File: src/rtl/conv_result_packer_dma64_if.sv
// Bus bundle between the result packer, the conv core result port and the
// DMA write engine. The packer takes the master side; the slave side is the
// environment (conv core results in, DMA command and data channels out).
interface conv_result_packer_dma64_if;
    logic        res_wr;
    logic [19:0] res_data;
    logic [2:0]  res_sel;

    logic        dma_write_ctrl_ready;
    logic        dma_write_ctrl_valid;
    logic [31:0] dma_write_ctrl_data_index;
    logic [31:0] dma_write_ctrl_data_length;
    logic [2:0]  dma_write_ctrl_data_size;

    logic        dma_write_chnl_ready;
    logic        dma_write_chnl_valid;
    logic [63:0] dma_write_chnl_data;

    modport master (
        input  res_wr,
        input  res_data,
        input  res_sel,
        input  dma_write_ctrl_ready,
        output dma_write_ctrl_valid,
        output dma_write_ctrl_data_index,
        output dma_write_ctrl_data_length,
        output dma_write_ctrl_data_size,
        input  dma_write_chnl_ready,
        output dma_write_chnl_valid,
        output dma_write_chnl_data
    );

    modport slave (
        output res_wr,
        output res_data,
        output res_sel,
        output dma_write_ctrl_ready,
        input  dma_write_ctrl_valid,
        input  dma_write_ctrl_data_index,
        input  dma_write_ctrl_data_length,
        input  dma_write_ctrl_data_size,
        output dma_write_chnl_ready,
        input  dma_write_chnl_valid,
        input  dma_write_chnl_data
    );
endinterface

File: src/rtl/conv_result_packer_dma64.sv
// Conv result packer: collects 20-bit results for one feature map, packs
// them two per 64-bit beat and streams the beats to a DMA write engine after
// issuing one write command per map. A small FIFO absorbs DMA backpressure;
// since the conv core cannot be stalled, a beat that finds the FIFO full is
// dropped and flagged with a sticky overflow bit.
module conv_result_packer_dma64 #(
    parameter int unsigned MAP_WORDS  = 4096,
    parameter int unsigned FIFO_DEPTH = 8,
    parameter logic [31:0] MAP0_BASE  = 32'h0000_0000,
    parameter logic [31:0] MAP1_BASE  = 32'h0000_4000
) (
    input  logic                              clk,
    input  logic                              rst,
    input  logic                              start,
    input  logic                              map_sel,
    conv_result_packer_dma64_if.master        bus,
    output logic                              done,
    output logic                              overflow,
    output logic [31:0]                       debug
);

    localparam int unsigned CNT_W = $clog2(MAP_WORDS + 1);
    localparam int unsigned PTR_W = $clog2(FIFO_DEPTH);
    localparam int unsigned OCC_W = $clog2(FIFO_DEPTH + 1);

    localparam logic [CNT_W-1:0] MAP_WORDS_C = CNT_W'(MAP_WORDS);
    localparam logic [CNT_W-1:0] MAP_BEATS_C = CNT_W'(MAP_WORDS / 2);
    localparam logic [OCC_W-1:0] DEPTH_C     = OCC_W'(FIFO_DEPTH);
    localparam logic [31:0]      LENGTH_C    = 32'(MAP_WORDS * 4);
    localparam logic [2:0]       SIZE_C      = 3'd3;

    typedef enum logic [1:0] {
        IDLE  = 2'd0,
        CMD   = 2'd1,
        DATA  = 2'd2,
        FLUSH = 2'd3
    } state_t;

    state_t            state_q, state_d;
    logic              mapSel_q, mapSel_d;

    logic              ctrlValid_q, ctrlValid_d;
    logic [31:0]       ctrlIndex_q, ctrlIndex_d;
    logic [31:0]       ctrlLength_q, ctrlLength_d;
    logic [2:0]        ctrlSize_q, ctrlSize_d;

    logic [CNT_W-1:0]  resCnt_q, resCnt_d;
    logic [CNT_W-1:0]  beatCnt_q, beatCnt_d;
    logic              half_q, half_d;
    logic [19:0]       hold_q, hold_d;

    logic [PTR_W-1:0]  wrPtr_q, wrPtr_d;
    logic [PTR_W-1:0]  rdPtr_q, rdPtr_d;
    logic [OCC_W-1:0]  occ_q, occ_d;
    logic [63:0]       fifoMem [FIFO_DEPTH];

    logic              overflow_q, overflow_d;
    logic [31:0]       debug_q, debug_d;
    logic              doneFlag;

    logic              fifoEmpty;
    logic              fifoFull;
    logic              chnlValid;
    logic              pop;
    logic              resAccept;
    logic              beatPush;
    logic              pushOk;
    logic              beatDrop;
    logic [63:0]       beatData;

    // Datapath qualifiers: FIFO status, result acceptance and beat push/pop.
    // A push into a full FIFO still lands when the head leaves in the same cycle.
    always_comb begin
        fifoEmpty = (occ_q == '0);
        fifoFull  = (occ_q == DEPTH_C);
        chnlValid = !fifoEmpty && ((state_q == DATA) || (state_q == FLUSH));
        pop       = chnlValid && bus.dma_write_chnl_ready;
        resAccept = ((state_q == CMD) || (state_q == DATA))
                    && bus.res_wr
                    && (bus.res_sel == (3'd1 + {2'b00, mapSel_q}))
                    && (resCnt_q < MAP_WORDS_C);
        beatPush  = resAccept && half_q;
        pushOk    = beatPush && (!fifoFull || pop);
        beatDrop  = beatPush && fifoFull && !pop;
        beatData  = {12'd0, bus.res_data, 12'd0, hold_q};
    end

    // Next-state logic for the control FSM, counters, packing and FIFO pointers.
    always_comb begin
        state_d      = state_q;
        mapSel_d     = mapSel_q;
        ctrlValid_d  = ctrlValid_q;
        ctrlIndex_d  = ctrlIndex_q;
        ctrlLength_d = ctrlLength_q;
        ctrlSize_d   = ctrlSize_q;
        resCnt_d     = resCnt_q;
        beatCnt_d    = beatCnt_q;
        half_d       = half_q;
        hold_d       = hold_q;
        wrPtr_d      = wrPtr_q;
        rdPtr_d      = rdPtr_q;
        occ_d        = occ_q;
        overflow_d   = overflow_q;
        doneFlag     = 1'b0;

        if (pop) begin
            rdPtr_d   = rdPtr_q + 1'b1;
            beatCnt_d = beatCnt_q + 1'b1;
        end

        if (resAccept) begin
            resCnt_d = resCnt_q + 1'b1;
            if (half_q) begin
                half_d = 1'b0;
            end else begin
                hold_d = bus.res_data;
                half_d = 1'b1;
            end
        end

        if (pushOk) begin
            wrPtr_d = wrPtr_q + 1'b1;
        end

        if (beatDrop) begin
            overflow_d = 1'b1;
        end

        case ({pushOk, pop})
            2'b10:   occ_d = occ_q + 1'b1;
            2'b01:   occ_d = occ_q - 1'b1;
            default: occ_d = occ_q;
        endcase

        case (state_q)
            IDLE: begin
                if (start) begin
                    mapSel_d     = map_sel;
                    ctrlValid_d  = 1'b1;
                    ctrlIndex_d  = map_sel ? MAP1_BASE : MAP0_BASE;
                    ctrlLength_d = LENGTH_C;
                    ctrlSize_d   = SIZE_C;
                    resCnt_d     = '0;
                    beatCnt_d    = '0;
                    half_d       = 1'b0;
                    wrPtr_d      = '0;
                    rdPtr_d      = '0;
                    occ_d        = '0;
                    overflow_d   = 1'b0;
                    state_d      = CMD;
                end
            end
            CMD: begin
                if (bus.dma_write_ctrl_ready) begin
                    ctrlValid_d = 1'b0;
                    state_d     = (resCnt_q == MAP_WORDS_C) ? FLUSH : DATA;
                end
            end
            DATA: begin
                if (resCnt_q == MAP_WORDS_C) begin
                    state_d = FLUSH;
                end
            end
            FLUSH: begin
                if ((beatCnt_q == MAP_BEATS_C) || (fifoEmpty && overflow_q)) begin
                    doneFlag = 1'b1;
                    state_d  = IDLE;
                end
            end
            default: begin
                state_d = IDLE;
            end
        endcase

        debug_d = {27'd0, overflow_d, (occ_d == '0), 1'b0, state_d};
    end

    // State and control registers; reset clears everything, including the
    // debug snapshot, so all observable outputs read zero while in reset.
    always_ff @(posedge clk or negedge rst) begin
        if (!rst) begin
            state_q      <= IDLE;
            mapSel_q     <= 1'b0;
            ctrlValid_q  <= 1'b0;
            ctrlIndex_q  <= '0;
            ctrlLength_q <= '0;
            ctrlSize_q   <= '0;
            resCnt_q     <= '0;
            beatCnt_q    <= '0;
            half_q       <= 1'b0;
            hold_q       <= '0;
            wrPtr_q      <= '0;
            rdPtr_q      <= '0;
            occ_q        <= '0;
            overflow_q   <= 1'b0;
            debug_q      <= '0;
        end else begin
            state_q      <= state_d;
            mapSel_q     <= mapSel_d;
            ctrlValid_q  <= ctrlValid_d;
            ctrlIndex_q  <= ctrlIndex_d;
            ctrlLength_q <= ctrlLength_d;
            ctrlSize_q   <= ctrlSize_d;
            resCnt_q     <= resCnt_d;
            beatCnt_q    <= beatCnt_d;
            half_q       <= half_d;
            hold_q       <= hold_d;
            wrPtr_q      <= wrPtr_d;
            rdPtr_q      <= rdPtr_d;
            occ_q        <= occ_d;
            overflow_q   <= overflow_d;
            debug_q      <= debug_d;
        end
    end

    // Beat storage; contents need no reset because occupancy gates every read.
    always_ff @(posedge clk) begin
        if (pushOk) begin
            fifoMem[wrPtr_q] <= beatData;
        end
    end

    assign bus.dma_write_ctrl_valid       = ctrlValid_q;
    assign bus.dma_write_ctrl_data_index  = ctrlIndex_q;
    assign bus.dma_write_ctrl_data_length = ctrlLength_q;
    assign bus.dma_write_ctrl_data_size   = ctrlSize_q;
    assign bus.dma_write_chnl_valid       = chnlValid;
    assign bus.dma_write_chnl_data        = chnlValid ? fifoMem[rdPtr_q] : 64'd0;

    assign done     = doneFlag;
    assign overflow = overflow_q;
    assign debug    = debug_q;

endmodule

File: src/flat_wrapper.sv
// flat-port wrapper written by rule: the top's interface ports become plain ports
module conv_result_packer_dma64_flat 
#(
    parameter int unsigned MAP_WORDS  = 4096,
    parameter int unsigned FIFO_DEPTH = 8,
    parameter logic [31:0] MAP0_BASE  = 32'h0000_0000,
    parameter logic [31:0] MAP1_BASE  = 32'h0000_4000
)
  (clk, rst, start, map_sel, done, overflow, debug, bus_res_wr, bus_res_data, bus_res_sel, bus_dma_write_ctrl_ready, bus_dma_write_ctrl_valid, bus_dma_write_ctrl_data_index, bus_dma_write_ctrl_data_length, bus_dma_write_ctrl_data_size, bus_dma_write_chnl_ready, bus_dma_write_chnl_valid, bus_dma_write_chnl_data);
  conv_result_packer_dma64_if bus_i ();
  input  logic clk;
  input  logic rst;
  input  logic start;
  input  logic map_sel;
  output logic done;
  output logic overflow;
  output logic [31:0] debug;
  input wire logic [$bits(bus_i.res_wr)-1:0] bus_res_wr;
  input wire logic [$bits(bus_i.res_data)-1:0] bus_res_data;
  input wire logic [$bits(bus_i.res_sel)-1:0] bus_res_sel;
  input wire logic [$bits(bus_i.dma_write_ctrl_ready)-1:0] bus_dma_write_ctrl_ready;
  output wire logic [$bits(bus_i.dma_write_ctrl_valid)-1:0] bus_dma_write_ctrl_valid;
  output wire logic [$bits(bus_i.dma_write_ctrl_data_index)-1:0] bus_dma_write_ctrl_data_index;
  output wire logic [$bits(bus_i.dma_write_ctrl_data_length)-1:0] bus_dma_write_ctrl_data_length;
  output wire logic [$bits(bus_i.dma_write_ctrl_data_size)-1:0] bus_dma_write_ctrl_data_size;
  input wire logic [$bits(bus_i.dma_write_chnl_ready)-1:0] bus_dma_write_chnl_ready;
  output wire logic [$bits(bus_i.dma_write_chnl_valid)-1:0] bus_dma_write_chnl_valid;
  output wire logic [$bits(bus_i.dma_write_chnl_data)-1:0] bus_dma_write_chnl_data;
  assign bus_i.res_wr = bus_res_wr;
  assign bus_i.res_data = bus_res_data;
  assign bus_i.res_sel = bus_res_sel;
  assign bus_i.dma_write_ctrl_ready = bus_dma_write_ctrl_ready;
  assign bus_dma_write_ctrl_valid = bus_i.dma_write_ctrl_valid;
  assign bus_dma_write_ctrl_data_index = bus_i.dma_write_ctrl_data_index;
  assign bus_dma_write_ctrl_data_length = bus_i.dma_write_ctrl_data_length;
  assign bus_dma_write_ctrl_data_size = bus_i.dma_write_ctrl_data_size;
  assign bus_i.dma_write_chnl_ready = bus_dma_write_chnl_ready;
  assign bus_dma_write_chnl_valid = bus_i.dma_write_chnl_valid;
  assign bus_dma_write_chnl_data = bus_i.dma_write_chnl_data;
  conv_result_packer_dma64 #(.MAP_WORDS(MAP_WORDS), .FIFO_DEPTH(FIFO_DEPTH), .MAP0_BASE(MAP0_BASE), .MAP1_BASE(MAP1_BASE)) u_core (.clk(clk), .rst(rst), .start(start), .map_sel(map_sel), .bus(bus_i), .done(done), .overflow(overflow), .debug(debug));
endmodule
File: config.mk
export PLATFORM = sky130hd
export DESIGN_NAME = conv_result_packer_dma64_flat
export DESIGN_NICKNAME = d
export VERILOG_FILES = /design/src/rtl/conv_result_packer_dma64_if.sv /design/src/rtl/conv_result_packer_dma64.sv /design/src/flat_wrapper.sv
export SDC_FILE = /design/constraint.sdc
export NUM_CORES = 1
export LEC_CHECK = 0
export BUFFER_PORTS_ARGS = -buffer_cell sky130_fd_sc_hd__buf_4
export CAP_MARGIN = 40
export CORE_UTILIZATION = 40
export DETAILED_ROUTE_END_ITERATION = 7
export PLACE_DENSITY = 0.58
export SYNTH_ARGS = -nofsm -noshare
export SYNTH_HDL_FRONTEND = slang
export SYNTH_SLANG_ARGS = --single-unit
export TNS_END_PERCENT = 100
File: constraint.sdc
create_clock -name clk -period 7.01 [get_ports clk]
set_clock_uncertainty 0.05 [all_clocks]
set_input_delay 1.402 -clock clk [delete_from_list [all_inputs] [get_ports clk]]
set_output_delay 1.402 -clock clk [all_outputs]
set_load 0.01 [all_outputs]
* After elaboration in Yosys (flattened, before gate mapping)
Memory sizes are Yosys's and may differ from the RTL's.
Cells that the tools add are included.
** Word-level totals
- Memories :: 1
- Word-level logic and storage cells :: 97
- Register bits after elaboration :: 100
- Memory bits (read-only) :: 0
- RAM bits :: 320
- Latch bits :: 0
** Operators by class
- Multiply operators :: 0
- Muxes and demuxes :: 37
- Bitwise operators :: 1
- $add $sub $neg :: 7
- Reduce and logical (&&, ||, !) cells :: 24
- $lt $le $gt $ge :: 1
- Shifts and indexed selects :: 0
- Div/mod/pow operators :: 0
- Equality and inequality tests :: 11
** Memory list
- u_core.fifoMem :: depth 8, bits a word 40, read ports 1, clocked after Yosys merged registers in 0, write ports 1, line conv_result_packer_dma64.sv:55 : logic [63:0] fifoMem [FIFO_DEPTH];
** Operators by type and width (count)
- 13-bit two-way mux :: 6
- 64-bit two-way mux :: 1
- 13-bit by 1-bit adder with 13-bit output (second input constant) :: 2
- 3-bit two-way mux :: 6
- 15-bit two-way mux :: 1
- 1-bit two-way mux :: 14
- 13-bit by 12-bit == test with 1-bit output (second input constant) :: 1
- 13-bit == test (second input constant) :: 1
- 13-bit < comparator (second input constant) :: 1
- 1-bit logical AND :: 10
- 4-bit zero test :: 2
- 2-bit two-way mux :: 4
- 4-bit two-way mux :: 2
- 2-bit one-hot mux with 4 select lines :: 1
- 4-bit one-hot mux with 2 select lines :: 1
- 3-bit by 1-bit adder with 3-bit output (second input constant) :: 2
- 2-bit == test (second input constant) :: 3
- 4-bit by 1-bit adder with 4-bit output (second input constant) :: 1
- 2-bit by 1-bit == test with 1-bit output (second input constant) :: 2
- 4-bit == test (second input constant) :: 1
- 1-bit logical OR :: 4
- 2-bit != test (second input constant) :: 2
- 2-bit AND reduction :: 2
- 4-bit by 1-bit subtractor with 4-bit output (second input constant) :: 1
- 8 further kinds :: 10

* Longest topological paths before layout
Gate-level depths: netlist (run 1).
- Word-level depth :: 12
- Depth in mapped cells :: 13

* Worst setup path before layout (run 1)
No wires, ideal clock.
- Path kind :: input -> register
- Start :: input bus_res_sel[1]
- End :: memory u_core.fifoMem[0][0] in the netlist's numbering, enable pin
- Arrival :: 6712 ps
- Cell stages on the path :: 6
- Buffers on the path :: 1
- Data required time :: 6423 ps
- Setup slack :: -289 ps
- Cell sequence :: or3b_4 -> a211oi_4 -> ha_1 -> clkbuf_1 -> nand2_1 -> nor4_1
** Between the ends
- Cells in the longest elaborated chain, start to end :: 7
** Ends and longest elaborated chain
- start, declared :: line flat_wrapper.sv:20 : input wire logic [$bits(bus_i.res_sel)-1:0] bus_res_sel;
- 3-bit == test :: line conv_result_packer_dma64.sv:80 : && (bus.res_sel == (3'd1 + {2'b00, mapSel_q}))
- 1-bit logical AND :: line conv_result_packer_dma64.sv:80
- 1-bit logical AND :: line conv_result_packer_dma64.sv:81 : && (resCnt_q < MAP_WORDS_C);
- 1-bit logical AND :: line conv_result_packer_dma64.sv:82 : beatPush = resAccept && half_q;
- 1-bit logical AND :: line conv_result_packer_dma64.sv:83 : pushOk = beatPush && (!fifoFull || pop);
- 1-bit two-way mux :: line conv_result_packer_dma64.sv:218 : if (pushOk) begin
- 1-bit two-way mux (implied by the code) :: line conv_result_packer_dma64.sv:219 : fifoMem[wrPtr_q] <= beatData;
- end, declared :: line conv_result_packer_dma64.sv:55
Every way passes these cells.

* Worst setup path in the final report (run 1)
- Start :: input bus_res_sel[1]
- End :: memory u_core.fifoMem[3][28] in the netlist's numbering, enable pin
Same word-level chain as after synthesis.

==> flow_metrics.env, run 1 <==
export IMPL_synthMuxAreaShare_pct=15.06
export IMPL_grt_pass1_wl_um=47980
export IMPL_routed_via_density=4.921
export IMPL_hold_viol=0
export IMPL_total_power_mw=5.224
export IMPL_cpMostUsedCell="buf_4"
export IMPL_multi_input_area_sq_um=4422
export IMPL_post_drt_wl_per_cell_um=19.43
export IMPL_powerDensity_nw_per_um2=283.5
export IMPL_overflow=0
export IMPL_synth_compound_area_share_pct=1.809
export IMPL_wl_um=31140
export IMPL_drc=0
export IMPL_timing_fmax_mhz=218.2
export IMPL_syn_area_sq_um=16250
export IMPL_cts_tree="built"
export IMPL_num_rows=73
export IMPL_pwr_share_clk_pct=38.2
export IMPL_cts_hold_buffers_added=0
export IMPL_fill_cells=3452
export IMPL_swShare_pct=22.92
export IMPL_diodes=0
export IMPL_nets=1091
export IMPL_ys_seq_elements=384
export IMPL_path_class="in -> reg"
export IMPL_critPathMaxStageDelay_ns=0.73
export IMPL_fin_crit_ns=4.583
export IMPL_cellLeakagePower_nw=6.348
export IMPL_track_usage_pct=15.35
export IMPL_h_tree_depth=2
export IMPL_synthArstFlopShare_pct=16.67
export IMPL_hold_class="reg -> reg"
export IMPL_initial_core_util_pct=40.71
export IMPL_tightest_slew_ns=0.8275
export IMPL_syn_inst=945
export IMPL_synth_edf_count=320
export IMPL_post_route_util_pct=46.17
export IMPL_synth_top_family_by_area="multiplexers"
export IMPL_via_count=7889
export IMPL_clk_pin_slew_ns=0.06
export IMPL_setup_violations=0
export IMPL_crit_arrival_ns=4.75
export IMPL_post_cts_resize_count=0
export IMPL_cpMaxStageDelayCell="nor2_4"
export IMPL_cp_required_ns=7.18
export IMPL_cp_max_fo=23
export IMPL_synthSimpleGateAreaFrac_pct=4.858
export IMPL_fin_crit_sh_pct=65.37
export IMPL_status="finished, final reports clean"
export IMPL_r2r_slack_ns=2.73
export IMPL_grt_start_max_net_pins=45
export IMPL_drt_initial_drc_count=538
export IMPL_syn_avg_cell_area_sq_um=17.20
export IMPL_synthDistinctLibCells=52
export IMPL_yosys_area_share_xor_xnor_pct=1.401
export IMPL_crit_chain="buf_4 -> or3b_4 -> a211oi_4 -> ha_1 -> a21boi_0 -> nand2_1 -> nor2_4 -> buf_4"
export IMPL_die_w_um=203.6
export IMPL_synthAdderAreaFrac_pct=1.001
export IMPL_setup_tns_ns=0
export IMPL_routabilityCongestion=0.7342
export IMPL_critical_path_top_delay_family="simple AND/OR/NAND/NOR gates"
export IMPL_cts_buffers=39
export IMPL_cts_setup_buffers=0
export IMPL_placed_cell_area_sq_um=17190
export IMPL_synth_ff_type="edfxtp_1"
export IMPL_rsz0062_at_grt="no"
export IMPL_path_buf_inv=2
export IMPL_seq_power_share_pct=54.4
export IMPL_p_comb_share_pct=7.5
export IMPL_internal_power_mw=4.026
export IMPL_dieArea_sq_um=41440
export IMPL_grt_pass1_vias=7887
export IMPL_firstDrtPassIters=4
export IMPL_syn_to_final_growth_pct=13.40
export IMPL_p_sw_mw=1.197
export IMPL_post_route_cell_area_sq_um=18430
export IMPL_hpwl_um=18370
export IMPL_drive_above_1_share_pct=26.16
export IMPL_clock_root_buffer="clkbuf_16"
export IMPL_die_h_um=203.6
export IMPL_ir_drop_v=0.0002008
export IMPL_ff_latch_area_sq_um=11220
export IMPL_ys_seq_area_share_pct=68.99
export IMPL_cts_sinks=384
export IMPL_cap_violations=0
export IMPL_endpoint_kind="flip-flop"
export IMPL_yosysWarnings=0
export IMPL_worst_setup_path_start_kind="input port"
export IMPL_slew_limit_headroom_pct=44.70
export IMPL_final_max_slew_viol_count=0
export IMPL_clk_latency_ns=0.53
export IMPL_ant_nets=0
export IMPL_portBuffers=81
export IMPL_core_area_sq_um=39910
export IMPL_clockBufferDepth=3
export IMPL_antenna_found_initial=0
export IMPL_io_pins=197
==> placed cells by master (no fill, tap or decap), types with 2 or more instances in the layout <==
| master | Yosys | final |
|---|---|---|
| a211oi_1 | 2 | 2 |
| a21boi_0 | 2 | 2 |
| a21oi_1 | 9 | 9 |
| a22oi_1 | 2 | 2 |
| a31oi_1 | 2 | 2 |
| and3_1 | 2 | 2 |
| buf_16 | 0 | 2 |
| buf_4 | 119 | 103 |
| clkbuf_1 | 18 | 16 |
| clkbuf_16 | 0 | 41 |
| clkbuf_8 | 0 | 5 |
| clkinv_1 | 0 | 3 |
| conb_1 | 1 | 115 |
| dfrtp_1 | 64 | 61 |
| dfrtp_4 | 0 | 2 |
| edfxtp_1 | 320 | 320 |
| ha_1 | 13 | 13 |
| inv_1 | 14 | 14 |
| inv_6 | 0 | 2 |
| mux2_2 | 20 | 20 |
| mux2i_1 | 42 | 42 |
| mux4_2 | 80 | 80 |
| nand2_1 | 25 | 25 |
| nand2b_1 | 5 | 5 |
| nand3_1 | 8 | 8 |
| nand3b_1 | 2 | 2 |
| nand4_1 | 7 | 7 |
| nor2_1 | 83 | 80 |
| nor2_2 | 2 | 2 |
| nor2_4 | 0 | 3 |
| nor2b_1 | 2 | 2 |
| nor3_1 | 12 | 8 |
| nor3_2 | 0 | 4 |
| nor4_1 | 3 | 2 |
| nor4_2 | 2 | 2 |
| nor4b_1 | 4 | 4 |
| o21ai_0 | 10 | 10 |
| or3_1 | 4 | 4 |
| xnor2_1 | 12 | 12 |
| xor2_1 | 14 | 14 |
==> power by group through the flow <==
stage	logic [mW]	clock network, mW	registers [mW]
2_1_floorplan	0.322	0	2.82
3_3_place_gp	0.377	0	2.89
3_5_place_dp	0.397	0	2.89
4_1_cts	0.399	2.05	2.84
5_1_grt	0.435	2.13	2.86
6_report	0.390	1.99	2.84
==> sequential cells by signal, summed over array words and instances, names as in the netlist <==
name	flops
u_core.fifoMem	320
u_core.bus.dma_write_ctrl_data_length	1
u_core.bus.dma_write_ctrl_data_index	1
u_core.beatCnt_q	13
u_core.state_q	1
u_core.occ_q	4
u_core.half_q	1
u_core.debug	3
u_core.bus.dma_write_ctrl_valid	1
u_core.wrPtr_q	3
u_core.rdPtr_q	3
u_core.resCnt_q	13
u_core.hold_q	20
==> synth_stat cells, types with 3 or more instances <==
cell type / instances / area share (%)
xnor2_1: 12 / 0.65
buf_1: 6 / 0.14
nand2b_1: 5 / 0.19
mux2i_1: 42 / 2.6
nor3_1: 12 / 0.37
ha_1: 13 / 1.0
edfxtp_1: 320 / 59
buf_2: 15 / 0.46
buf_4: 119 / 5.5
mux4_2: 80 / 11
nor4_1: 3 / 0.12
nand3_1: 8 / 0.25
nand4_1: 7 / 0.27
nor4b_1: 4 / 0.22
inv_1: 14 / 0.32
xor2_1: 14 / 0.75
nor2_1: 83 / 1.9
nand2_1: 25 / 0.58
dfrtp_1: 64 / 9.9
or3_1: 4 / 0.15
o21ai_0: 10 / 0.31
a21oi_1: 9 / 0.28
clkbuf_1: 18 / 0.42
mux2_2: 20 / 1.4
==> stage by stage <==
stage / worst slack (ns) / hold slack (ns) / cells
after floorplan: 0.7137 / 0.4424 / 1059
after global placement: 1.874 / 0.4612 / 1527
after detailed placement: 1.808 / 0.4838 / 1532
after CTS: 2.358 / 0.5023 / 1603
after global routing: 2.101 / 0.5210 / 1603
final: 2.427 / 0.4951 / 1603
==> path summary, 6_finish.rpt <==
| check | start | endpoint | cells past startpoint |
|---|---|---|---|
| min in group asynchronous | rst | u_core.resCnt_q[12] | 1 |
| setup / recovery | bus_res_sel[1] | u_core.fifoMem[3][28] | 8 |
| max in group asynchronous | rst | u_core.rdPtr_q[1] | 2 |
| hold / removal | u_core.bus.dma_write_ctrl_data_index[14] | u_core.bus.dma_write_ctrl_data_index[14] | 2 |
| setup reg to reg | u_core.state_q[0] | u_core.fifoMem[3][28] | 9 |
| hold reg to reg | u_core.bus.dma_write_ctrl_data_index[14] | u_core.bus.dma_write_ctrl_data_index[14] | 2 |
==> routing by layer <==
layer  vias up  global-route usage [%]  share of wire, %
met4         0                   3.894               1.6
met5         -                       0                 0
met1      4069                   21.84                46
li1       3571                       -                 -
met2       209                   24.61                48
met3        40                   2.509               4.2
==> worst min-delay path, cell delays in order (launching register included) <==
cell and delay, ns:
dfrtp_1 0.39, nand2_1 0.06, nand2_1 0.06
==> cell type report <==
| class | count | share of cell area (%) |
|---|---|---|
| inverters | 15 | 0.3055 |
| clock buffers | 62 | 6.267 |
| well taps | 525 | 3.564 |
| multi-input cells | 502 | 23.99 |
| clock inverters | 9 | 0.4345 |
| repair buffers | 106 | 4.556 |
| flip-flops and latches | 384 | 60.88 |
==> cells by family after synthesis <==
kind of cell | count (synthesis)
DFF | 384
buffers and inverters | 173
and+or+nand+nor | 166
muxes | 142
AOI/OAI and AO/OA | 40
xor gates and xnor gates | 26
adders and majority gates | 13
other | 1
(Power assumes the default switching activity.)
==> run 2, diff against run 1 <==
ABC_AREA = 1   (was not set)
PLACE_DENSITY = 0.61   (was 0.58)
clock period = 3.75 ns   (was 7.01 ns; I/O delays follow)
==> run 2 against run 1 <==
Net effect:
- count of clock-buffer cells in the layout shrank 9
- area after synthesis grew 1.7%
- register-to-register slack lost 2.0 ns
- first-iteration DRC count grew 44%
- critical path depth grew 2
- routed wire length grew 16%
- critical path type is now reg -> out
- largest power group unchanged
==> flow_metrics.env, run 2 <==
export IMPL_regMostFlops="u_core.fifoMem"
export IMPL_initial_core_util_pct=40.48
export IMPL_layout_common_cells="edfxtp_1 (320), nor2_1 (279), o21ai_0 (206)"
export IMPL_cpMaxStageDelayCell="dfrtp_1"
export IMPL_routed_via_density=5.045
export IMPL_ir_drop_v=0.0004133
export IMPL_cts_setup_buffers=0
export IMPL_hold_viol=0
export IMPL_post_drt_wl_per_cell_um=17.62
export IMPL_stdcell_count=2043
export IMPL_syn_avg_cell_area_sq_um=11.80
export IMPL_endpoint_kind="primary output"
export IMPL_firstDrtPassIters=6
export IMPL_post_cts_resize_count=0
export IMPL_yosysTopAreaCell="edfxtp_1"
export IMPL_synthDistinctLibCells=43
export IMPL_grt_pass1_wl_um=56070
export IMPL_seq_power_share_pct=42.0
export IMPL_syn_to_final_growth_pct=13.16
export IMPL_num_rows=74
export IMPL_syn_inst=1401
export IMPL_routabilityCongestion=0.7891
export IMPL_syn_area_sq_um=16530
export IMPL_h_tree_depth=2
export IMPL_cp_max_fo=41
export IMPL_largest_reg_flops=320
export IMPL_drc=0
export IMPL_track_usage_pct=17.15
export IMPL_crit_chain="inv_1 -> ha_1 -> inv_1 -> nand2_1 -> nand2_1 -> inv_1 -> buf_12 -> o21ai_0 -> a31oi_1 -> buf_4"
export IMPL_final_common_cell="edfxtp_1"
export IMPL_grt_pass1_vias=10060
export IMPL_grt_start_max_net_pins=162
export IMPL_cts_buffers=40
export IMPL_dp_cells=1970
export IMPL_internal_power_mw=8.580
export IMPL_drive_above_1_share_pct=14.56
export IMPL_crit_arrival_ns=2.64
export IMPL_powerDensity_nw_per_um2=693.4
export IMPL_dieArea_sq_um=42140
export IMPL_cts_sinks=384
export IMPL_hold_class="in -> async"
export IMPL_via_count=10310
export IMPL_yosysTopAreaCellShare_pct=58.13
export IMPL_portBuffers=81
export IMPL_synth_most_common_cell="edfxtp_1"
export IMPL_path_buf_inv=5
export IMPL_clk_latency_ns=0.53
export IMPL_die_w_um=205.3
export IMPL_p_sw_mw=4.389
export IMPL_worst_setup_path_start_kind="flip-flop"
export IMPL_cts_tree="built"
export IMPL_critical_path_top_delay_family="buffers and inverters"
export IMPL_clk_pin_slew_ns=0.06
export IMPL_rsz0062_at_grt="no"
export IMPL_synthArstFlopShare_pct=16.67
export IMPL_p_comb_share_pct=29.0
export IMPL_ant_nets=0
export IMPL_status="finished, final reports clean"
export IMPL_cpMostUsedCell="inv_1"
export IMPL_overflow=0
export IMPL_cts_hold_buffers_added=0
export IMPL_tightest_slew_ns=0.7492
export IMPL_cellLeakagePower_nw=6.903
export IMPL_wl_um=36010
export IMPL_io_pins=197
export IMPL_antenna_found_initial=0
export IMPL_die_h_um=205.3
export IMPL_slew_limit_headroom_pct=50.06
export IMPL_synth_edf_count=320
export IMPL_diodes=0
export IMPL_clock_root_buffer="clkbuf_16"
export IMPL_post_route_util_pct=45.81
export IMPL_path_class="reg -> out"
export IMPL_core_area_sq_um=40830
export IMPL_final_max_slew_viol_count=0
export IMPL_critPathMaxStageDelay_ns=0.42
export IMPL_yosysWarnings=0
export IMPL_setup_violations=0
export IMPL_ys_seq_area_share_pct=67.82
export IMPL_drt_initial_drc_count=773
export IMPL_swShare_pct=33.84
export IMPL_top_regs="u_core.fifoMem (320), u_core.hold_q (20)"
export IMPL_fin_crit_ns=3.441
export IMPL_cp_required_ns=2.95
export IMPL_ys_top_cells_by_count="edfxtp_1 (320), nor2_1 (287), o21ai_0 (206), buf_4 (120), dfrtp_1 (64)"
export IMPL_nets=1523
export IMPL_synth_ff_type="edfxtp_1"
export IMPL_hpwl_um=20910
export IMPL_timing_fmax_mhz=290.7
export IMPL_ys_seq_elements=384
export IMPL_clockBufferDepth=3
export IMPL_fin_crit_sh_pct=91.75
export IMPL_ys_top_cells_by_area="edfxtp_1 (58%), dfrtp_1 (9.7%), nor2_1 (6.5%), o21ai_0 (6.2%), buf_4 (5.5%)"
export IMPL_cap_violations=0
export IMPL_pwr_share_clk_pct=29.0
run 2: path summary, 6_finish.rpt:
| path | from | to | slack (ns) | cells after the start |
|---|---|---|---|---|
| max | u_core.state_q[0] | bus_dma_write_chnl_data[19] | 0.31 | 10 |
| min | rst | u_core.resCnt_q[9] | 0.04 | 1 |
| max reg2reg | u_core.state_q[0] | u_core.fifoMem[1][20] | 0.77 | 12 |
| min reg2reg | u_core.bus.dma_write_ctrl_valid | u_core.bus.dma_write_ctrl_valid | 0.46 | 2 |
| max in group asynchronous | rst | u_core.rdPtr_q[0] | 3.04 | 2 |
| min in group clk | map_sel | u_core.bus.dma_write_ctrl_data_index[14] | 0.37 | 3 |
run 2: cell type report:
cell class | count | area (sq um)
fill | 3655 | 22130
sequential | 384 | 11220
multi-input combinational | 889 | 4407
clock buffer | 53 | 1080
timing repair buffer | 112 | 973.4
tap | 532 | 665.6
inverter | 53 | 203.9
clock inverter | 20 | 158.9
run 2: cell families after synthesis:
group                    count (synthesis)  share of synthesized area [%]
other                                    1                        0.02269
flip-flops                             384                          67.82
AND/OR/NAND/NOR                        400                          10.07
XOR/XNOR                                 7                         0.3709
multiplexers                            20                          1.363
adder cells (fa/ha/maj)                 13                         0.9841
AO/OA/AOI/OAI                          334                          10.89
buffers and inverters                  242                          8.470
run 2: stage by stage:
step           hold slack (ns)  setup WS, ns  area (sq um)  total power, mW  setup TNS (ns)
2_1_floorplan           0.4044       -0.1302         16970            7.910          -20.84
3_3_place_gp            0.4433        0.7264         17440            9.279               0
3_5_place_dp            0.4512        0.6894         17470            9.344               0
4_1_cts                0.03438        0.2900         18700            13.10               0
5_1_grt                0.05057        0.1148         18700            13.73               0
6_report               0.04271        0.3095         18700            12.97               0
run 2: power groups by stage:
stage          registers (mW)  clock network [mW]  logic [mW]
2_1_floorplan            5.38                   0        2.53
3_3_place_gp             5.52                   0        3.75
3_5_place_dp             5.54                   0        3.80
4_1_cts                  5.45                3.83        3.82
5_1_grt                  5.49                4.00        4.24
6_report                 5.44                3.76        3.77
run 2: layer usage:
metal / share of wire (%) / GRT usage (%) / vias up
met5: 0 / 0 / -
met1: 44 / 22.79 / 5072
met2: 49 / 28.85 / 290
met4: 2.1 / 4.630 / 0
met3: 5.5 / 3.057 / 57
li1: - / - / 4888
==> run 3, diff against run 2 <==
CTS_BUF_LIST = sky130_fd_sc_hd__clkbuf_8   (was not set)
==> run 3 against run 2 <==
Net effect:
- total power fell by 4.6%
- largest cell class unchanged
- design area fell by 0.76%
- core utilization fell by 0.35 points
- count of clock-buffer cells in the layout rose by 11
==> flow_metrics.env, run 3 (synthesized netlist as in run 2, its figures left out) <==
export IMPL_routabilityCongestion=0.7891
export IMPL_largest_reg_flops=320
export IMPL_grt_start_max_net_pins=162
export IMPL_timing_fmax_mhz=283.4
export IMPL_status="finished, final reports clean"
export IMPL_antenna_found_initial=0
export IMPL_cp_required_ns=2.95
export IMPL_ff_latch_area_sq_um=11220
export IMPL_drive_above_1_share_pct=15.25
export IMPL_p_sw_mw=4.393
export IMPL_io_pins=197
export IMPL_cap_violations=0
export IMPL_critPathLaunch="u_core.rdPtr_q[0]"
export IMPL_powerDensity_nw_per_um2=666.8
export IMPL_clk_latency_ns=0.62
export IMPL_tightest_slew_ns=0.7538
export IMPL_via_count=10360
export IMPL_rsz0062_at_grt="no"
export IMPL_grt_pass1_vias=10230
export IMPL_final_common_cell="edfxtp_1"
export IMPL_dp_cells=1970
export IMPL_ant_nets=0
export IMPL_seq_power_share_pct=44.0
export IMPL_portBuffers=81
export IMPL_reg2reg_to="u_core.fifoMem[1][14]"
export IMPL_cpMaxStageDelayCell="buf_12"
export IMPL_track_usage_pct=17.34
export IMPL_pwr_share_clk_pct=25.5
export IMPL_hold_class="in -> reg"
export IMPL_placed_cell_area_sq_um=17470
export IMPL_clock_root_buffer="clkbuf_8"
export IMPL_fin_crit_sh_pct=94.09
export IMPL_cp_max_fo=161
export IMPL_post_place_ws_ns=0.6894
export IMPL_path_class="reg -> out"
export IMPL_setup_tns_ns=0
export IMPL_slew_limit_headroom_pct=49.74
export IMPL_ir_drop_v=0.0004165
export IMPL_fill_cells=3683
export IMPL_endpoint_kind="primary output"
export IMPL_critPathMaxStageDelay_ns=0.53
export IMPL_dieArea_sq_um=42140
export IMPL_drt_initial_drc_count=790
export IMPL_h_tree_depth=2
export IMPL_path_buf_inv=2
export IMPL_hpwl_um=20910
export IMPL_post_drt_wl_per_cell_um=17.41
export IMPL_die_w_um=205.3
export IMPL_cts_tree="built"
export IMPL_internal_power_mw=7.985
export IMPL_top_regs="u_core.fifoMem (320), u_core.hold_q (20)"
export IMPL_r2r_slack_ns=0.75
export IMPL_fin_crit_ns=3.529
export IMPL_hold_viol=0
export IMPL_swShare_pct=35.49
export IMPL_cp_depth=6
export IMPL_routed_via_density=4.981
export IMPL_initial_core_util_pct=40.48
export IMPL_total_power_mw=12.38
export IMPL_clk_pin_slew_ns=0.06
export IMPL_layout_common_cells="edfxtp_1 (320), nor2_1 (279), o21ai_0 (206)"
export IMPL_nets=1542
export IMPL_num_rows=74
export IMPL_post_route_cell_area_sq_um=18560
export IMPL_setup_violations=0
export IMPL_cpMostUsedCell="o21ai_0"
export IMPL_critical_path_top_delay_family="compound AO/OA/AOI/OAI gates"
export IMPL_crit_chain="buf_12 -> o21ai_0 -> o22ai_1 -> o21ai_0 -> a31oi_1 -> buf_4"
export IMPL_diodes=0
export IMPL_crit_path_end="bus_dma_write_chnl_data[15]"
export IMPL_final_max_slew_viol_count=0
export IMPL_regMostFlops="u_core.fifoMem"
export IMPL_core_area_sq_um=40830
export IMPL_reg2regPathDepth=12
export IMPL_worst_setup_path_start_kind="flip-flop"
export IMPL_crit_arrival_ns=2.73
export IMPL_wl_um=36210
export IMPL_setup_ws_ns=0.2215
export IMPL_syn_to_final_growth_pct=12.30
export IMPL_p_comb_share_pct=30.5
export IMPL_cts_setup_buffers=0
export IMPL_cellLeakagePower_nw=6.961
export IMPL_r2r_start="u_core.state_q[0]"
export IMPL_die_h_um=205.3
export IMPL_firstDrtPassIters=5
export IMPL_clockBufferDepth=3
export IMPL_grt_pass1_wl_um=56520
export IMPL_multi_input_area_sq_um=4413
export IMPL_stdcell_count=2080
export IMPL_cts_buffers=58
export IMPL_drc=0
export IMPL_overflow=0
export IMPL_cts_sinks=384
run 3: changes by cell type in the layout (fill, tap and decap cells not counted):
cell / previous run / this run
inv_1: 46 / 77
clkbuf_1: 10 / 0
clkinv_2: 7 / 3
clkbuf_8: 3 / 64
clkinvlp_4: 0 / 1
buf_6: 0 / 1
inv_8: 0 / 1
a31oi_1: 41 / 40
bufinv_16: 2 / 0
clkbuf_16: 40 / 0
a31oi_2: 0 / 1
buf_4: 102 / 101
inv_6: 2 / 0
dlygate4sd3_1: 0 / 1
run 3: area by class of cell:
type / count / area share, %
Sequential cell: 384 / 60.42
Multi-Input combinational cell: 889 / 23.77
Timing Repair Buffer: 113 / 5.318
Clock buffer: 64 / 4.745
Tap cell: 532 / 3.586
Inverter: 53 / 1.099
Clock inverter: 45 / 1.058
run 3: timing repair:
item                                   4_1_cts  5_1_grt
setup endpoints to repair                    0        2
resized for setup                            0        2
hold buffers                                 1        0
endpoints found under the hold margin       17        0
run 3: per-layer routing:
| layer | track usage, % | up-vias | part of all wire, % |
|---|---|---|---|
| li1 | - | 4934 | - |
| met1 | 23.00 | 5099 | 44 |
| met2 | 28.66 | 273 | 49 |
| met3 | 3.421 | 55 | 5.2 |
| met4 | 5.397 | 0 | 1.8 |
| met5 | 0 | - | 0 |
run 3: power by group through the flow:
stage               clock [mW]  sequential, mW  combinational [mW]
finish                    3.16            5.44                3.78
global route              3.42            5.49                4.26
CTS                       3.24            5.45                3.82
detailed placement           0            5.54                3.80
global placement             0            5.52                3.75
floorplan                    0            5.38                2.53
run 3: stage by stage:
step                      util [%]  hold WS [ns]
after global routing         45.46        0.2639
after global placement       42.71        0.4433
final                        45.46        0.2923
after detailed placement     42.77        0.4512
after CTS                    45.44        0.2497
after floorplan                  -        0.4044
run 3: how the worst min path moves through the flow:
stage                     slack [ns]  cells after the start                                        to                       startpoint
after global routing            0.26                      3  u_core.bus.dma_write_ctrl_data_index[14]                          map_sel
after floorplan                 0.40                      0                       u_core.beatCnt_q[0]                              rst
final                           0.29                      2                      u_core.beatCnt_q[12]                            start
after CTS                       0.25                      3  u_core.bus.dma_write_ctrl_data_index[14]                          map_sel
after global placement          0.44                      2           u_core.bus.dma_write_ctrl_valid  u_core.bus.dma_write_ctrl_valid
after detailed placement        0.45                      2           u_core.bus.dma_write_ctrl_valid  u_core.bus.dma_write_ctrl_valid
